==> src/rtl/morse_text_scroller.sv <==
// morse_text_scroller: appends each completed decoded word (plus one blank separator) to a
// character FIFO and drains that FIFO at a fixed rate into a scrolling display window.
//
// Ports:
//   clk          system clock
//   rst_n        asynchronous active-low reset
//   ce           clock enable; all state frozen while low
//   clear        synchronous clear (qualified by ce), highest priority
//   word_in      decoded word, slot 0 (LSBs) = most recent char, unused slots 0
//   word_ended   level, high while the word is complete (rising edge starts an append)
//   error        decoder error flag; a word started with error=1 is rejected
//   disp         display window, slot 0 = rightmost digit
//   fifo_count   characters waiting in the FIFO
//   busy         append FSM not idle
//   overflow     sticky, a character was dropped on a full FIFO
//   word_dropped one-cycle pulse, a word was rejected
module morse_text_scroller #(
  parameter int unsigned CHAR_W     = 5,
  parameter int unsigned MAX_CHARS  = 8,
  parameter int unsigned DEPTH      = 32,
  parameter int unsigned SCROLL_DIV = 12500000
) (
  input  logic                        clk,
  input  logic                        rst_n,
  input  logic                        ce,
  input  logic                        clear,
  input  logic [CHAR_W*MAX_CHARS-1:0] word_in,
  input  logic                        word_ended,
  input  logic                        error,
  output logic [CHAR_W*MAX_CHARS-1:0] disp,
  output logic [$clog2(DEPTH):0]      fifo_count,
  output logic                        busy,
  output logic                        overflow,
  output logic                        word_dropped
);

  localparam int unsigned PtrW  = (DEPTH > 1) ? $clog2(DEPTH) : 1;
  localparam int unsigned CntW  = $clog2(DEPTH) + 1;
  localparam int unsigned DivW  = (SCROLL_DIV > 1) ? $clog2(SCROLL_DIV) : 1;
  localparam int unsigned IdxW  = (MAX_CHARS > 1) ? $clog2(MAX_CHARS) : 1;
  localparam int unsigned LenW  = $clog2(MAX_CHARS + 1);
  localparam int unsigned WordW = CHAR_W * MAX_CHARS;

  typedef enum logic [1:0] {StIdle, StLoad, StPush, StSep} state_e;

  state_e            state;
  logic              we_prev;
  logic [WordW-1:0]  word_q;
  logic [IdxW-1:0]   idx_q;
  logic [CHAR_W-1:0] mem [DEPTH];
  logic [PtrW-1:0]   wr_ptr, rd_ptr;
  logic [CntW-1:0]   count_q;
  logic [DivW-1:0]   div_q;
  logic [WordW-1:0]  disp_q;
  logic              overflow_q;
  logic              dropped_q;

  logic [CHAR_W-1:0] slots [MAX_CHARS];
  logic [LenW-1:0]   len;
  logic              start, wrap, pop, push, full, do_push;
  logic [CHAR_W-1:0] push_data;

  always_comb begin
    for (int i = 0; i < MAX_CHARS; i++) slots[i] = word_q[i*CHAR_W +: CHAR_W];
  end

  // Length runs to the highest nonzero slot so interior blanks survive.
  always_comb begin
    len = '0;
    for (int i = 0; i < MAX_CHARS; i++) begin
      if (slots[i] != '0) len = LenW'(i + 1);
    end
  end

  assign start     = word_ended && !we_prev;
  assign wrap      = (div_q == DivW'(SCROLL_DIV - 1));
  assign pop       = wrap && (count_q != '0);
  assign push      = (state == StPush) || (state == StSep);
  assign push_data = (state == StSep) ? '0 : slots[idx_q];
  assign full      = (count_q == CntW'(DEPTH));
  // A same-cycle pop frees the slot, so a full FIFO still accepts the push.
  assign do_push   = push && (!full || pop);

  always_ff @(posedge clk or negedge rst_n) begin
    if (!rst_n) begin
      state      <= StIdle;
      we_prev    <= 1'b0;
      word_q     <= '0;
      idx_q      <= '0;
      wr_ptr     <= '0;
      rd_ptr     <= '0;
      count_q    <= '0;
      div_q      <= '0;
      disp_q     <= '0;
      overflow_q <= 1'b0;
      dropped_q  <= 1'b0;
    end else if (ce) begin
      we_prev <= word_ended;
      if (clear) begin
        state      <= StIdle;
        wr_ptr     <= '0;
        rd_ptr     <= '0;
        count_q    <= '0;
        div_q      <= '0;
        disp_q     <= '0;
        overflow_q <= 1'b0;
        dropped_q  <= 1'b0;
      end else begin
        dropped_q <= start && (error || (state != StIdle));
        div_q     <= wrap ? '0 : div_q + 1'b1;
        if (pop) begin
          rd_ptr <= rd_ptr + 1'b1;
          disp_q <= {disp_q[WordW-CHAR_W-1:0], mem[rd_ptr]};
        end
        if (do_push) wr_ptr <= wr_ptr + 1'b1;
        if (push && !do_push) overflow_q <= 1'b1;
        case ({do_push, pop})
          2'b10:   count_q <= count_q + 1'b1;
          2'b01:   count_q <= count_q - 1'b1;
          default: count_q <= count_q;
        endcase
        case (state)
          StIdle: begin
            if (start && !error) begin
              word_q <= word_in;
              state  <= StLoad;
            end
          end
          StLoad: begin
            if (len == '0) begin
              state <= StIdle;
            end else begin
              idx_q <= IdxW'(len - LenW'(1));
              state <= StPush;
            end
          end
          StPush: begin
            if (idx_q == '0) state <= StSep;
            else idx_q <= idx_q - 1'b1;
          end
          StSep:   state <= StIdle;
          default: state <= StIdle;
        endcase
      end
    end
  end

  // Storage only; occupancy is tracked by the pointers and count above.
  always_ff @(posedge clk) begin
    if (ce && !clear && do_push) mem[wr_ptr] <= push_data;
  end

  assign disp         = disp_q;
  assign fifo_count   = count_q;
  assign busy         = (state != StIdle);
  assign overflow     = overflow_q;
  assign word_dropped = dropped_q;

endmodule

==> config.mk <==
export PLATFORM = sky130hd
export DESIGN_NAME = morse_text_scroller
export DESIGN_NICKNAME = d
export VERILOG_FILES = /design/src/rtl/morse_text_scroller.sv
export SDC_FILE = /design/constraint.sdc
export NUM_CORES = 1
export LEC_CHECK = 0
export ABC_AREA = 1
export BUFFER_PORTS_ARGS = -buffer_cell sky130_fd_sc_hd__buf_2
export CAP_MARGIN = 20
export CELL_PAD_IN_SITES_DETAIL_PLACEMENT = 0
export CELL_PAD_IN_SITES_GLOBAL_PLACEMENT = 2
export CORE_ASPECT_RATIO = 0.75
export CORE_MARGIN = 2
export CORE_UTILIZATION = 35
export CTS_CLUSTER_SIZE = 16
export DETAILED_ROUTE_END_ITERATION = 8
export PLACE_DENSITY_LB_ADDON = 0.15
export SYNTH_ARGS = -nofsm -noshare
export SYNTH_HDL_FRONTEND = slang
export SYNTH_SLANG_ARGS = --single-unit
export TNS_END_PERCENT = 5
==> constraint.sdc <==
create_clock -name clk -period 2.5 [get_ports clk]
set_clock_uncertainty 0.05 [all_clocks]
set_input_delay 0.125 -clock clk [delete_from_list [all_inputs] [get_ports clk]]
set_output_delay 0.125 -clock clk [all_outputs]
set_load 0.05 [all_outputs]
==> metrics <==
max incr delay on CP=0.36 ns; Crit. End Element=flip-flop; Critical Path RT=2.90 ns; Area Overhead vs Synth=24.81%; Die Y=170.7 um; core area=36790 um2; syn_nets=1341; Detailed Route WL=35260 um; Yosys reg bits=288; most used routing layer=met1; achievable frequency=0.4098 GHz; initial core utilization=35.27%; Max-slew headroom=50.80%; Unique masters post-synth=43; DR pass1 iterations=5; PortBufs=94; routability congestion estimate=0.7915; most frequent cells in the layout=208 x nor2_1, 163 x nand2_1, 160 x edfxtp_1; slowest stage cell, crit path=dfrtp_1; synth warn=0; CP Max Fanout=4; Maximum Capacitance Violations=0; Chip Width=226.3 um; Seq/Total Area, Yosys=61.72%; Antenna Violating Nets Remaining=0; Yosys top cell by area=edfxtp_1; Fin Setup TNS=0 ns; Nets=1549; CTS tree=built; Hold Vio Cnt, Final=0; vias in the first global route=9496; mean post-synth cell area=10.14 um2; met2 Use GR=27.10%; crit-path cells=ha_2, nand2_4, nor2_4, nand2_2, nor2_4, nand4_1, inv_2, ha_4, a21o_1, a31oi_1, inv_1, or2_2, nand3_1, o21ai_0; fraction of layout cells with a size suffix above 1=19.59%; crit share post-route=97.61%; n_diodes=0; synthesized area=12970 um2; CP arrival=2.84 ns; Vias=9904; type of origin of the critical path=flip-flop; critical setup path kind=flip-flop to flip-flop; CP top delay family=simple AND/OR/NAND/NOR gates; Place WS=-0.05868 ns; die area=38640 um2; VDD IR max=0.4408 mV; DR iter-0 viols=695; overall routing resource usage=18.36%; Max Transition Viols Final=0; IO Pins=95; static leakage=0.006761 uW; Inserted Clock Buffers=30; first-pass GRT wire length=55110 um; clock period minus worst slack=2.440 ns; top cells by area, synth=edfxtp_1 37%, dfrtp_1 25%, nor2_1 6.2%; initial antenna violation count=0; HPWL Detailed=23440 um; H-Tree Depth=1; clock tree buffer depth=3; met1 Use GR=28.34%; worst path bufs/invs=2; GRT Residual Overflow=0; post-synthesis instance total=1279; Slew @ Worst Pin=0.7370 ns; clk slew on worst S/H paths=0.06 ns; # setup viols final=0; WL/cell=17.50 um; status=finished, final reports clean; most common cell after layout, fill and taps aside=nor2_1; RSZ-0062 raised after global routing=true; Clock Latency Late Sink=0.58 ns; DRC violations left=0; share of the synthesized area in the top cell type=37.03%; clk root buf=clkbuf_16; worst min path class=input pin to asynchronous set/reset pin; DR vias/cell=4.915; grt met3 use=2.816%; largest net degree at the start of global routing=61; Worst Slack Setup Final=0.05978 ns; CTS Sinks=288; pwr/cell area=825.3 nW/um2; Fill cells=3561; CP dominant cell by count=nor2_4; std cell rows=61
[worst register-to-register path, delay by kind of cell (launching register included)]
family	cells	cell delay, ns
buffers and inverters	2	0.25
adders and majority gates	2	0.44
AOI/OAI and AO/OA	3	0.37
and+or+nand+nor	7	0.87
DFF	1	0.36
[cells in the mapped netlist]
cell type,number
nor3_1,11
o211ai_1,24
nor3_2,1
o21ai_1,4
nand2_2,2
nand2_1,165
a22o_1,35
ha_1,15
inv_1,87
a22oi_1,1
clkbuf_1,43
nor4_1,2
o21ai_0,137
inv_2,7
nor2_2,3
a21oi_1,46
a31oi_1,7
or2_2,4
nor3_4,1
xor2_1,7
buf_2,14
edfxtp_1,160
clkinv_1,2
nand4_1,27
o31ai_1,3
mux2_2,20
nor2_4,1
xnor2_1,1
nand3_1,58
buf_1,1
o22ai_1,33
o21a_1,1
a21o_1,2
a21boi_0,1
nand2_4,4
o21bai_1,1
fa_1,1
nor2_1,213
and2_1,1
nand3b_1,3
and2_4,1
nand2b_1,1
dfrtp_1,128
[registers in the layout, indices dropped and copies added (netlist names), 3 cells and up]
signal / count
mem: 160
disp: 40
word_q: 40
div_q: 24
fifo_count: 6
rd_ptr: 5
wr_ptr: 5
idx_q: 3
[cell type report]
| type | instances | area (um2) | share of cell area (%) |
|---|---|---|---|
| clock buffer | 35 | 779.5 | 4.813 |
| clock inverter | 21 | 180.2 | 1.113 |
| inverter | 96 | 360.3 | 2.225 |
| multi-input combinational | 837 | 4476 | 27.64 |
| sequential | 288 | 8009 | 49.46 |
| tap | 504 | 630.6 | 3.894 |
| timing repair buffer | 234 | 1759 | 10.86 |
[repair_timing]
item	CTS	global route
pin swaps	2	13
hold buffers	46	0
setup endpoints to repair	2	114
endpoints found under the hold margin	182	0
buffers inserted	0	4
resized for setup	1	15
[per-layer routing]
layer	share of wire [%]	vias to the layer above
met1	51	4839
met3	3.7	41
met5	0	-
li1	-	4883
met2	43	141
met4	1.9	0
[kinds of logic after synthesis]
family | Yosys count | synth area share [%]
adder cells (fa/ha/maj) | 16 | 1.601
flip-flops | 288 | 61.72
buffers and inverters | 154 | 4.590
XOR/XNOR | 8 | 0.5400
multiplexers | 20 | 1.736
AO/OA/AOI/OAI | 295 | 13.41
AND/OR/NAND/NOR | 498 | 16.40
[final timing paths]
check / from / to / slack (ns) / cells past startpoint
max: div_q[1]$_DFFE_PN0P_ / fifo_count[4]$_DFFE_PN0P_ / 0.06 / 14
min: rst_n / disp[38]$_DFFE_PN0P_ / 0.04 / 2
max reg2reg: div_q[1]$_DFFE_PN0P_ / fifo_count[4]$_DFFE_PN0P_ / 0.06 / 14
min reg2reg: disp[36]$_DFFE_PN0P_ / disp[36]$_DFFE_PN0P_ / 0.45 / 1
max in group asynchronous: rst_n / rd_ptr[0]$_DFFE_PN0P_ / 1.69 / 3
min in group clk: word_in[2] / word_q[2]$_DFFE_PN0P_ / 0.26 / 3
[power breakdown]
part,internal [uW],switching (uW),leakage [uW]
Sequential,6060,175,0.00310
Combinational,829,1930,0.00319
Clock,2440,1930,0.000464
Total,9330,4040,0.00676
[through the flow]
stage	cells	power (uW)	hold slack [ns]	area (um2)	util, %
finish	2015	13370	0.04176	16190	44.02
global route	2015	14040	0.08997	16190	44.02
CTS	2011	13520	0.03770	16100	43.75
detailed placement	1909	9048	0.09338	14680	39.89
global placement	1909	9046	0.09335	14680	39.89
floorplan	1279	7677	-0.2206	12980	-
No activity file was read; power rests on OpenSTA's default activity.
